[src/rtl/pkt_tx_peri_if.sv]
// Register bus between a host and the packet transmit peripheral.
// The host drives one-cycle read/write strobes. The peripheral returns an
// acknowledge one cycle later, with read data in that same cycle.
interface pkt_tx_peri_if;
    logic [31:0] addr_32b_i;
    logic        wren_i;
    logic        rden_i;
    logic [31:0] din_32b_i;
    logic [31:0] dout_32b_o;
    logic        dout_32b_valid_o;

    modport master (
        output addr_32b_i, wren_i, rden_i, din_32b_i,
        input  dout_32b_o, dout_32b_valid_o
    );

    modport slave (
        input  addr_32b_i, wren_i, rden_i, din_32b_i,
        output dout_32b_o, dout_32b_valid_o
    );
endinterface

[src/rtl/pkt_tx_peri.sv]
// Packet transmit peripheral.
// The host stages 32-bit words into a buffer through the DATA register, then
// writes GO. The block streams the words as 134-bit flits, four words per
// flit, with a head/body/tail tag and an invalid-byte count on the tail.
// STATUS reports done/busy/full/err and the staged word count. The done
// flag can raise a level interrupt.
module pkt_tx_peri #(
    parameter int BUF_WORDS = 64
) (
    input  logic           clk_i,
    input  logic           rst_n_i,
    pkt_tx_peri_if.slave   bus,
    output logic           interrupt_o,
    output logic           data_out_valid,
    output logic [133:0]   data_out
);
    localparam int CW = $clog2(BUF_WORDS + 1);  // count width, holds BUF_WORDS
    localparam int AW = $clog2(BUF_WORDS);      // buffer word address
    localparam int FW = AW - 2;                 // flit index

    typedef enum logic {IDLE, SEND} state_t;

    state_t        state_q, state_d;
    logic [31:0]   buf_mem [BUF_WORDS];
    logic [CW-1:0] count_q;
    logic [FW-1:0] flit_q;
    logic          err_q, done_q, irq_en_q;

    logic [1:0]    reg_sel;
    logic          wr_data, wr_ctrl, wr_stat, wr_irqen;
    logic          idle, full, go_req, go_ok, go_bad, clear;
    logic          data_ok, data_drop, last_flit, tail_now;
    logic          done_d, irq_en_d;
    logic [CW-1:0] nflits;
    logic [7:0]    cnt8;
    logic [31:0]   status, rd_mux;
    logic [133:0]  flit_d;
    logic          unused_ok;

    // Register decode. Only address bits [3:2] select a register.
    assign reg_sel   = bus.addr_32b_i[3:2];
    assign wr_data   = bus.wren_i && (reg_sel == 2'd0);
    assign wr_ctrl   = bus.wren_i && (reg_sel == 2'd1);
    assign wr_stat   = bus.wren_i && (reg_sel == 2'd2);
    assign wr_irqen  = bus.wren_i && (reg_sel == 2'd3);

    assign idle      = (state_q == IDLE);
    assign full      = (count_q == CW'(BUF_WORDS));
    // CLEAR (bit1) overrides GO (bit0) when both are set in the same write.
    assign clear     = wr_ctrl && bus.din_32b_i[1] && idle;
    assign go_req    = wr_ctrl && bus.din_32b_i[0] && !bus.din_32b_i[1] && idle;
    assign go_ok     = go_req && (count_q >= CW'(8));
    assign go_bad    = go_req && (count_q <  CW'(8));
    assign data_ok   = wr_data && idle && !full;
    assign data_drop = wr_data && !data_ok;

    // Flit count is ceil(count/4). The count is frozen while sending.
    assign nflits    = (count_q + CW'(3)) >> 2;
    assign last_flit = (CW'(flit_q) == nflits - CW'(1));
    assign tail_now  = (state_q == SEND) && last_flit;

    // If the tail sets done in the same cycle as a W1C write, done stays set.
    assign done_d    = tail_now || (done_q && !(wr_stat && bus.din_32b_i[0]));
    assign irq_en_d  = wr_irqen ? bus.din_32b_i[0] : irq_en_q;

    assign cnt8      = 8'(count_q);
    assign status    = {16'b0, cnt8, 4'b0, err_q, full, (state_q == SEND), done_q};

    assign unused_ok = ^{bus.addr_32b_i[31:4], bus.addr_32b_i[1:0],
                         bus.din_32b_i[31:4], bus.din_32b_i[2]};

    // Read mux. Write-only registers read back as zero.
    always_comb begin
        rd_mux = '0;
        case (reg_sel)
            2'd2:    rd_mux = status;
            2'd3:    rd_mux = {31'b0, irq_en_q};
            default: rd_mux = '0;
        endcase
    end

    // Build the current flit. Lane 0 goes to the top word. Lanes past the
    // staged count read as zero.
    always_comb begin
        flit_d = '0;
        for (int j = 0; j < 4; j++) begin
            if (CW'({flit_q, 2'(j)}) < count_q)
                flit_d[127-32*j -: 32] = buf_mem[{flit_q, 2'(j)}];
        end
        if (flit_q == '0)
            flit_d[133:132] = 2'b01;
        else if (last_flit)
            flit_d[133:132] = 2'b10;
        if (last_flit)
            flit_d[131:128] = {2'(3'd4 - {1'b0, count_q[1:0]}), 2'b00};
    end

    // Next state: IDLE to SEND on an accepted GO, back to IDLE after the tail.
    always_comb begin
        state_d = state_q;
        case (state_q)
            IDLE:    if (go_ok) state_d = SEND;
            SEND:    if (last_flit) state_d = IDLE;
            default: state_d = IDLE;
        endcase
    end

    // State register.
    always_ff @(posedge clk_i or negedge rst_n_i) begin
        if (!rst_n_i) state_q <= IDLE;
        else          state_q <= state_d;
    end

    // Staging buffer. Not reset: its contents outlive a send; only count restarts.
    always_ff @(posedge clk_i) begin
        if (data_ok) buf_mem[count_q[AW-1:0]] <= bus.din_32b_i;
    end

    // Control and status flags, word count, flit index and interrupt.
    always_ff @(posedge clk_i or negedge rst_n_i) begin
        if (!rst_n_i) begin
            count_q     <= '0;
            err_q       <= 1'b0;
            done_q      <= 1'b0;
            irq_en_q    <= 1'b0;
            flit_q      <= '0;
            interrupt_o <= 1'b0;
        end else begin
            if (tail_now || clear) count_q <= '0;
            else if (data_ok)      count_q <= count_q + CW'(1);

            if (data_drop || go_bad)                        err_q <= 1'b1;
            else if (clear || (wr_stat && bus.din_32b_i[3])) err_q <= 1'b0;

            done_q      <= done_d;
            irq_en_q    <= irq_en_d;
            interrupt_o <= done_d && irq_en_d;

            if ((state_q == SEND) && !last_flit) flit_q <= flit_q + FW'(1);
            else                                 flit_q <= '0;
        end
    end

    // Registered flit output, forced to zero whenever no flit is being sent.
    always_ff @(posedge clk_i or negedge rst_n_i) begin
        if (!rst_n_i) begin
            data_out_valid <= 1'b0;
            data_out       <= '0;
        end else begin
            data_out_valid <= (state_q == SEND);
            data_out       <= (state_q == SEND) ? flit_d : '0;
        end
    end

    // Bus acknowledge with read data one cycle after every strobe.
    always_ff @(posedge clk_i or negedge rst_n_i) begin
        if (!rst_n_i) begin
            bus.dout_32b_valid_o <= 1'b0;
            bus.dout_32b_o       <= '0;
        end else begin
            bus.dout_32b_valid_o <= bus.wren_i || bus.rden_i;
            bus.dout_32b_o       <= bus.rden_i ? rd_mux : '0;
        end
    end
endmodule

[src/flat_wrapper.sv]
// flat-port wrapper written by rule: the top's interface ports become plain ports
module pkt_tx_peri_flat 
#(
    parameter int BUF_WORDS = 64
)
  (clk_i, rst_n_i, interrupt_o, data_out_valid, data_out, bus_addr_32b_i, bus_wren_i, bus_rden_i, bus_din_32b_i, bus_dout_32b_o, bus_dout_32b_valid_o);
  pkt_tx_peri_if bus_i ();
  input  logic clk_i;
  input  logic rst_n_i;
  output logic interrupt_o;
  output logic data_out_valid;
  output logic [133:0] data_out;
  input wire logic [$bits(bus_i.addr_32b_i)-1:0] bus_addr_32b_i;
  input wire logic [$bits(bus_i.wren_i)-1:0] bus_wren_i;
  input wire logic [$bits(bus_i.rden_i)-1:0] bus_rden_i;
  input wire logic [$bits(bus_i.din_32b_i)-1:0] bus_din_32b_i;
  output wire logic [$bits(bus_i.dout_32b_o)-1:0] bus_dout_32b_o;
  output wire logic [$bits(bus_i.dout_32b_valid_o)-1:0] bus_dout_32b_valid_o;
  assign bus_i.addr_32b_i = bus_addr_32b_i;
  assign bus_i.wren_i = bus_wren_i;
  assign bus_i.rden_i = bus_rden_i;
  assign bus_i.din_32b_i = bus_din_32b_i;
  assign bus_dout_32b_o = bus_i.dout_32b_o;
  assign bus_dout_32b_valid_o = bus_i.dout_32b_valid_o;
  pkt_tx_peri #(.BUF_WORDS(BUF_WORDS)) u_core (.clk_i(clk_i), .rst_n_i(rst_n_i), .bus(bus_i), .interrupt_o(interrupt_o), .data_out_valid(data_out_valid), .data_out(data_out));
endmodule
[config.mk]
export PLATFORM = sky130hd
export DESIGN_NAME = pkt_tx_peri_flat
export DESIGN_NICKNAME = d
export VERILOG_FILES = /design/src/rtl/pkt_tx_peri_if.sv /design/src/rtl/pkt_tx_peri.sv /design/src/flat_wrapper.sv
export SDC_FILE = /design/constraint.sdc
export NUM_CORES = 2
export LEC_CHECK = 0
export ABC_AREA = 0
export CORE_ASPECT_RATIO = 0.5
export CORE_MARGIN = 3
export CORE_UTILIZATION = 50
export DETAILED_ROUTE_END_ITERATION = 6
export DONT_BUFFER_PORTS = 1
export HOLD_SLACK_MARGIN = 0.05
export PLACE_DENSITY = 0.64
export SLEW_MARGIN = 20
export SYNTH_ARGS = -nofsm -noshare
export SYNTH_HDL_FRONTEND = slang
export SYNTH_SLANG_ARGS = --single-unit
export TNS_END_PERCENT = 20
[constraint.sdc]
create_clock -name clk_i -period 6.1 [get_ports clk_i]
set_input_delay 0.61 -clock clk_i [delete_from_list [all_inputs] [get_ports clk_i]]
set_output_delay 0.61 -clock clk_i [all_outputs]
set_load 0.02 [all_outputs]
==> impl_metrics.sql <==
INSERT INTO impl_metrics (metric_group, metric, value, unit) VALUES
('outcome', 'status', 'finished clean', ''),
('cts', 'post_cts.repair.setup_buffers', '0', ''),
('global_routing', 'grt_overflow_total', '0', ''),
('setup_path', 'worst-path-max-fanout', '26', ''),
('synth', 'mux_cell_area_share_after_synthesis', '0.154', ''),
('pwr', 'leakage', '29.9', 'nW'),
('synth', 'proportion_of_synthesized_chip_area_in_sequential_cells', '0.785', ''),
('synth', 'post_synth_top_flop', 'sky130_fd_sc_hd__edfxtp_1', ''),
('route', 'drt-met1-wl', '72900', 'um'),
('route', 'drt_first_iter_violations', '3988', ''),
('pwr', 'ir_worst_vdd', '0.365', 'mV'),
('synth', 'asyncSetResetFlopFracSynth', '0.0729', ''),
('min_path', 'class_of_the_tightest_hold_or_removal_check', 'primary input to flip-flop', ''),
('route', 'antenna_violating_nets_remaining', '0', ''),
('setup_path', 'endpoint_of_the_most_critical_register_to_register_path', 'u_core.buf_mem[62][27]', ''),
('route', 'drc_errors', '0', ''),
('synth', 'avgSynthCellArea', '22.6', 'um2'),
('setup_path', 'family_with_the_most_delay_on_the_worst_path', 'simple AND/OR/NAND/NOR gates', ''),
('synth', 'synth_top_family_by_area', 'multiplexers', ''),
('synth', 'synth_adder_area_share', '0.00150', ''),
('cts', 'clock_tree_root', 'sky130_fd_sc_hd__clkbuf_16', ''),
('global_routing', 'first_global_vias', '38700', ''),
('cts', 'clock_tree.htree_level_count', '4', ''),
('setup_path', 'worst-path-buf-inv', '2', ''),
('route', 'routed-wl-met2', '91000', 'um'),
('sta', 'worst-slew-pin-transition', '1.18', 'ns'),
('flow_run', 'drv.max_cap_violation_count', '0', ''),
('route', 'route.detailed.vias_per_inst', '6.11', ''),
('final_layout', 'fin_nets', '3892', ''),
('synth', 'synth.area.top_cells', 'sky130_fd_sc_hd__edfxtp_1, sky130_fd_sc_hd__mux4_2, sky130_fd_sc_hd__dfrtp_1, sky130_fd_sc_hd__a211oi_1, sky130_fd_sc_hd__mux2i_1', ''),
('setup_path', 'worst_setup_path_endpoint', 'u_core.buf_mem[62][27]', ''),
('setup_path', 'timing.critical_path.arrival', '4.35', 'ns'),
('floorplanning', 'design.portCount', '237', ''),
('floorplanning', 'floorplan.core_area', '165000', 'um2'),
('floorplanning', 'die_width', '584', 'um'),
('setup_path', 'regToRegSetupSlack', '2.25', 'ns'),
('synth', 'post_synth_xor_area_fraction', '0.00225', ''),
('pwr', 'pwr_density_cell', '367', 'nW/um2'),
('setup_path', 'timing_worst_setup_path_type', 'flip-flop to flip-flop', ''),
('global_routing', 'grt_start_max_net_pins', '162', ''),
('synth', 'synth-edff-count', '2048', ''),
('route', 'highest-signal-layer', 'met4', ''),
('sta', 'rsz0062_at_grt', 'no', ''),
('sta', 'report.final.setup_viol', '0', ''),
('global_routing', 'grt_pass1_wl', '263000', 'um'),
('route', 'wl_per_cell', '28.9', 'um'),
('sta', 'worst_slew_margin_rel', '0.213', ''),
('cts', 'cts-root-to-sink-buffers', '3', ''),
('setup_path', 'critical_path_required', '6.60', 'ns'),
('cts', 'post_cts_resized', '0', ''),
('sta', 'final.setup_skew', '0.0289', 'ns'),
('sta', 'timing.setup.tns', '0', 'ns'),
('cts', 'later_pin_clock_latency_in_the_skew_report', '0.81', 'ns'),
('floorplanning', 'fp.dieArea', '172000', 'um2'),
('route', 'wirelength', '179000', 'um'),
('synth', 'yosysWarnings', '0', ''),
('floorplanning', 'initial_utilization', '0.506', ''),
('synth', 'compound_gate_fraction_of_synth_area', '0.0253', ''),
('final_layout', 'antenna_cells_inserted', '0', ''),
('setup_path', 'critPathLaunch', 'u_core.count_q[0]', ''),
('cts', 'postCtsHoldBufs', '44', ''),
('sta', 'finalCritPeriodShare', '0.631', ''),
('synth', 'yosys.area_share.simple', '0.0184', ''),
('cts', 'cts.sinks', '2209', ''),
('placement', 'gp_congestion', '0.822', ''),
('setup_path', 'cp_cell_sequence', 'inv_1 -> ha_1 -> nor4b_1 -> nand3_1 -> and2_1 -> nand2_1 -> nor2_4 -> buf_4', ''),
('setup_path', 'type_of_destination_of_the_critical_path', 'flip-flop', ''),
('placement', 'buffer_ports.inserted', '0', ''),
('route', 'met3_length', '10300', 'um'),
('global_routing', 'grt_antenna_before_repair', '5', ''),
('synth', 'syn-cell-area', '83500', 'um2');
-- how the worst min path moves through the flow --
stage / depth (start not counted) / to / startpoint / slack [ns]
final: 2 / u_core.interrupt_o / bus_wren_i / 0.11
after global routing: 2 / u_core.interrupt_o / bus_wren_i / 0.10
after CTS: 2 / u_core.interrupt_o / bus_wren_i / 0.06
after detailed placement: 0 / u_core.data_out[48] / rst_n_i / 0.32
after global placement: 0 / u_core.data_out[48] / rst_n_i / 0.32
after floorplan: 0 / u_core.bus.dout_32b_o[0] / rst_n_i / 0.31
-- where the power goes --
part	internal, mW	total, mW	switching, mW
clock network	6.89	12.1	5.24
logic	2.50	5.13	2.63
registers	16.8	17.3	0.471
-- per-layer routing --
metal	GRT usage	vias to the layer above
li1	-	15700
met1	0.294	20400
met2	0.347	1344
met3	0.0290	271
met4	0.0582	0
met5	0	-
-- cells in the mapped netlist (2+ instances only) --
| cell type | n |
|---|---|
| sky130_fd_sc_hd__nand4b_1 | 2 |
| sky130_fd_sc_hd__xnor2_1 | 10 |
| sky130_fd_sc_hd__nand2_1 | 12 |
| sky130_fd_sc_hd__nor2b_1 | 129 |
| sky130_fd_sc_hd__nand3_1 | 17 |
| sky130_fd_sc_hd__buf_2 | 69 |
| sky130_fd_sc_hd__or4_1 | 2 |
| sky130_fd_sc_hd__edfxtp_1 | 2048 |
| sky130_fd_sc_hd__a211oi_1 | 258 |
| sky130_fd_sc_hd__buf_1 | 19 |
| sky130_fd_sc_hd__clkinv_1 | 2 |
| sky130_fd_sc_hd__nor2_1 | 71 |
| sky130_fd_sc_hd__nand4_1 | 4 |
| sky130_fd_sc_hd__or2_1 | 2 |
| sky130_fd_sc_hd__and2_1 | 3 |
| sky130_fd_sc_hd__clkbuf_1 | 120 |
| sky130_fd_sc_hd__o21bai_1 | 4 |
| sky130_fd_sc_hd__mux2i_1 | 129 |
| sky130_fd_sc_hd__and3_1 | 4 |
| sky130_fd_sc_hd__inv_1 | 11 |
| sky130_fd_sc_hd__or2_2 | 2 |
| sky130_fd_sc_hd__nand2b_1 | 2 |
| sky130_fd_sc_hd__xnor2_2 | 4 |
| sky130_fd_sc_hd__a21oi_1 | 5 |
| sky130_fd_sc_hd__nor3_1 | 21 |
| sky130_fd_sc_hd__dfrtp_1 | 161 |
| sky130_fd_sc_hd__mux4_2 | 512 |
| sky130_fd_sc_hd__nor4_1 | 5 |
| sky130_fd_sc_hd__buf_4 | 27 |
| sky130_fd_sc_hd__o21ai_0 | 4 |
| sky130_fd_sc_hd__ha_1 | 10 |
| sky130_fd_sc_hd__xor2_1 | 4 |
-- layout make-up --
type / instances / area, um2
fill: 11600 / 70600
sequential: 2209 / 65500
multi-input combinational: 1255 / 17400
clock buffer: 262 / 5340
tap: 2193 / 2740
timing repair buffer: 145 / 2250
clock inverter: 90 / 917
inverter: 14 / 60.1
-- flip-flops by register name, indices dropped and copies added, names as in the netlist --
register	flops
u_core.count_q	7
u_core.err_q	1
u_core.data_out	132
u_core.buf_mem	2048
u_core.done_q	1
u_core.bus.dout_32b_o	11
u_core.irq_en_q	1
u_core.data_out_valid	1
u_core.interrupt_o	1
u_core.state_q	1
u_core.flit_q	4
u_core.bus.dout_32b_valid_o	1
-- placed cells by master, fill, tap and decap left out, drive strengths merged, types with 22 or more instances in the layout --
| master | netlist | layout |
|---|---|---|
| dfrtp | 161 | 161 |
| a211oi | 258 | 258 |
| conb | 1 | 23 |
| mux4 | 512 | 512 |
| mux2i | 129 | 129 |
| nor2 | 71 | 71 |
| nor3 | 22 | 22 |
| edfxtp | 2048 | 2048 |
| buf | 115 | 134 |
| clkinv | 2 | 62 |
| nor2b | 129 | 129 |
| clkbuf | 120 | 262 |
-- logic make-up after synthesis --
family / after synthesis
other: 1
AO/OA/AOI/OAI: 282
buffers and inverters: 249
multiplexers: 642
flip-flops: 2209
XOR/XNOR: 18
AND/OR/NAND/NOR: 280
adder cells (fa/ha/maj): 10
-- per-stage QoR --
step	instances	instance area (um2)	utilization	worst slack, ns
after global placement	5747	86400	0.524	2.09
after floorplan	3713	83500	-	1.07
after detailed placement	5753	86600	0.525	1.98
after CTS	6149	93800	0.569	2.16
final	6168	94200	0.572	2.25
after global routing	6168	94200	0.572	2.03
No activity file was read; power rests on OpenSTA's default activity.
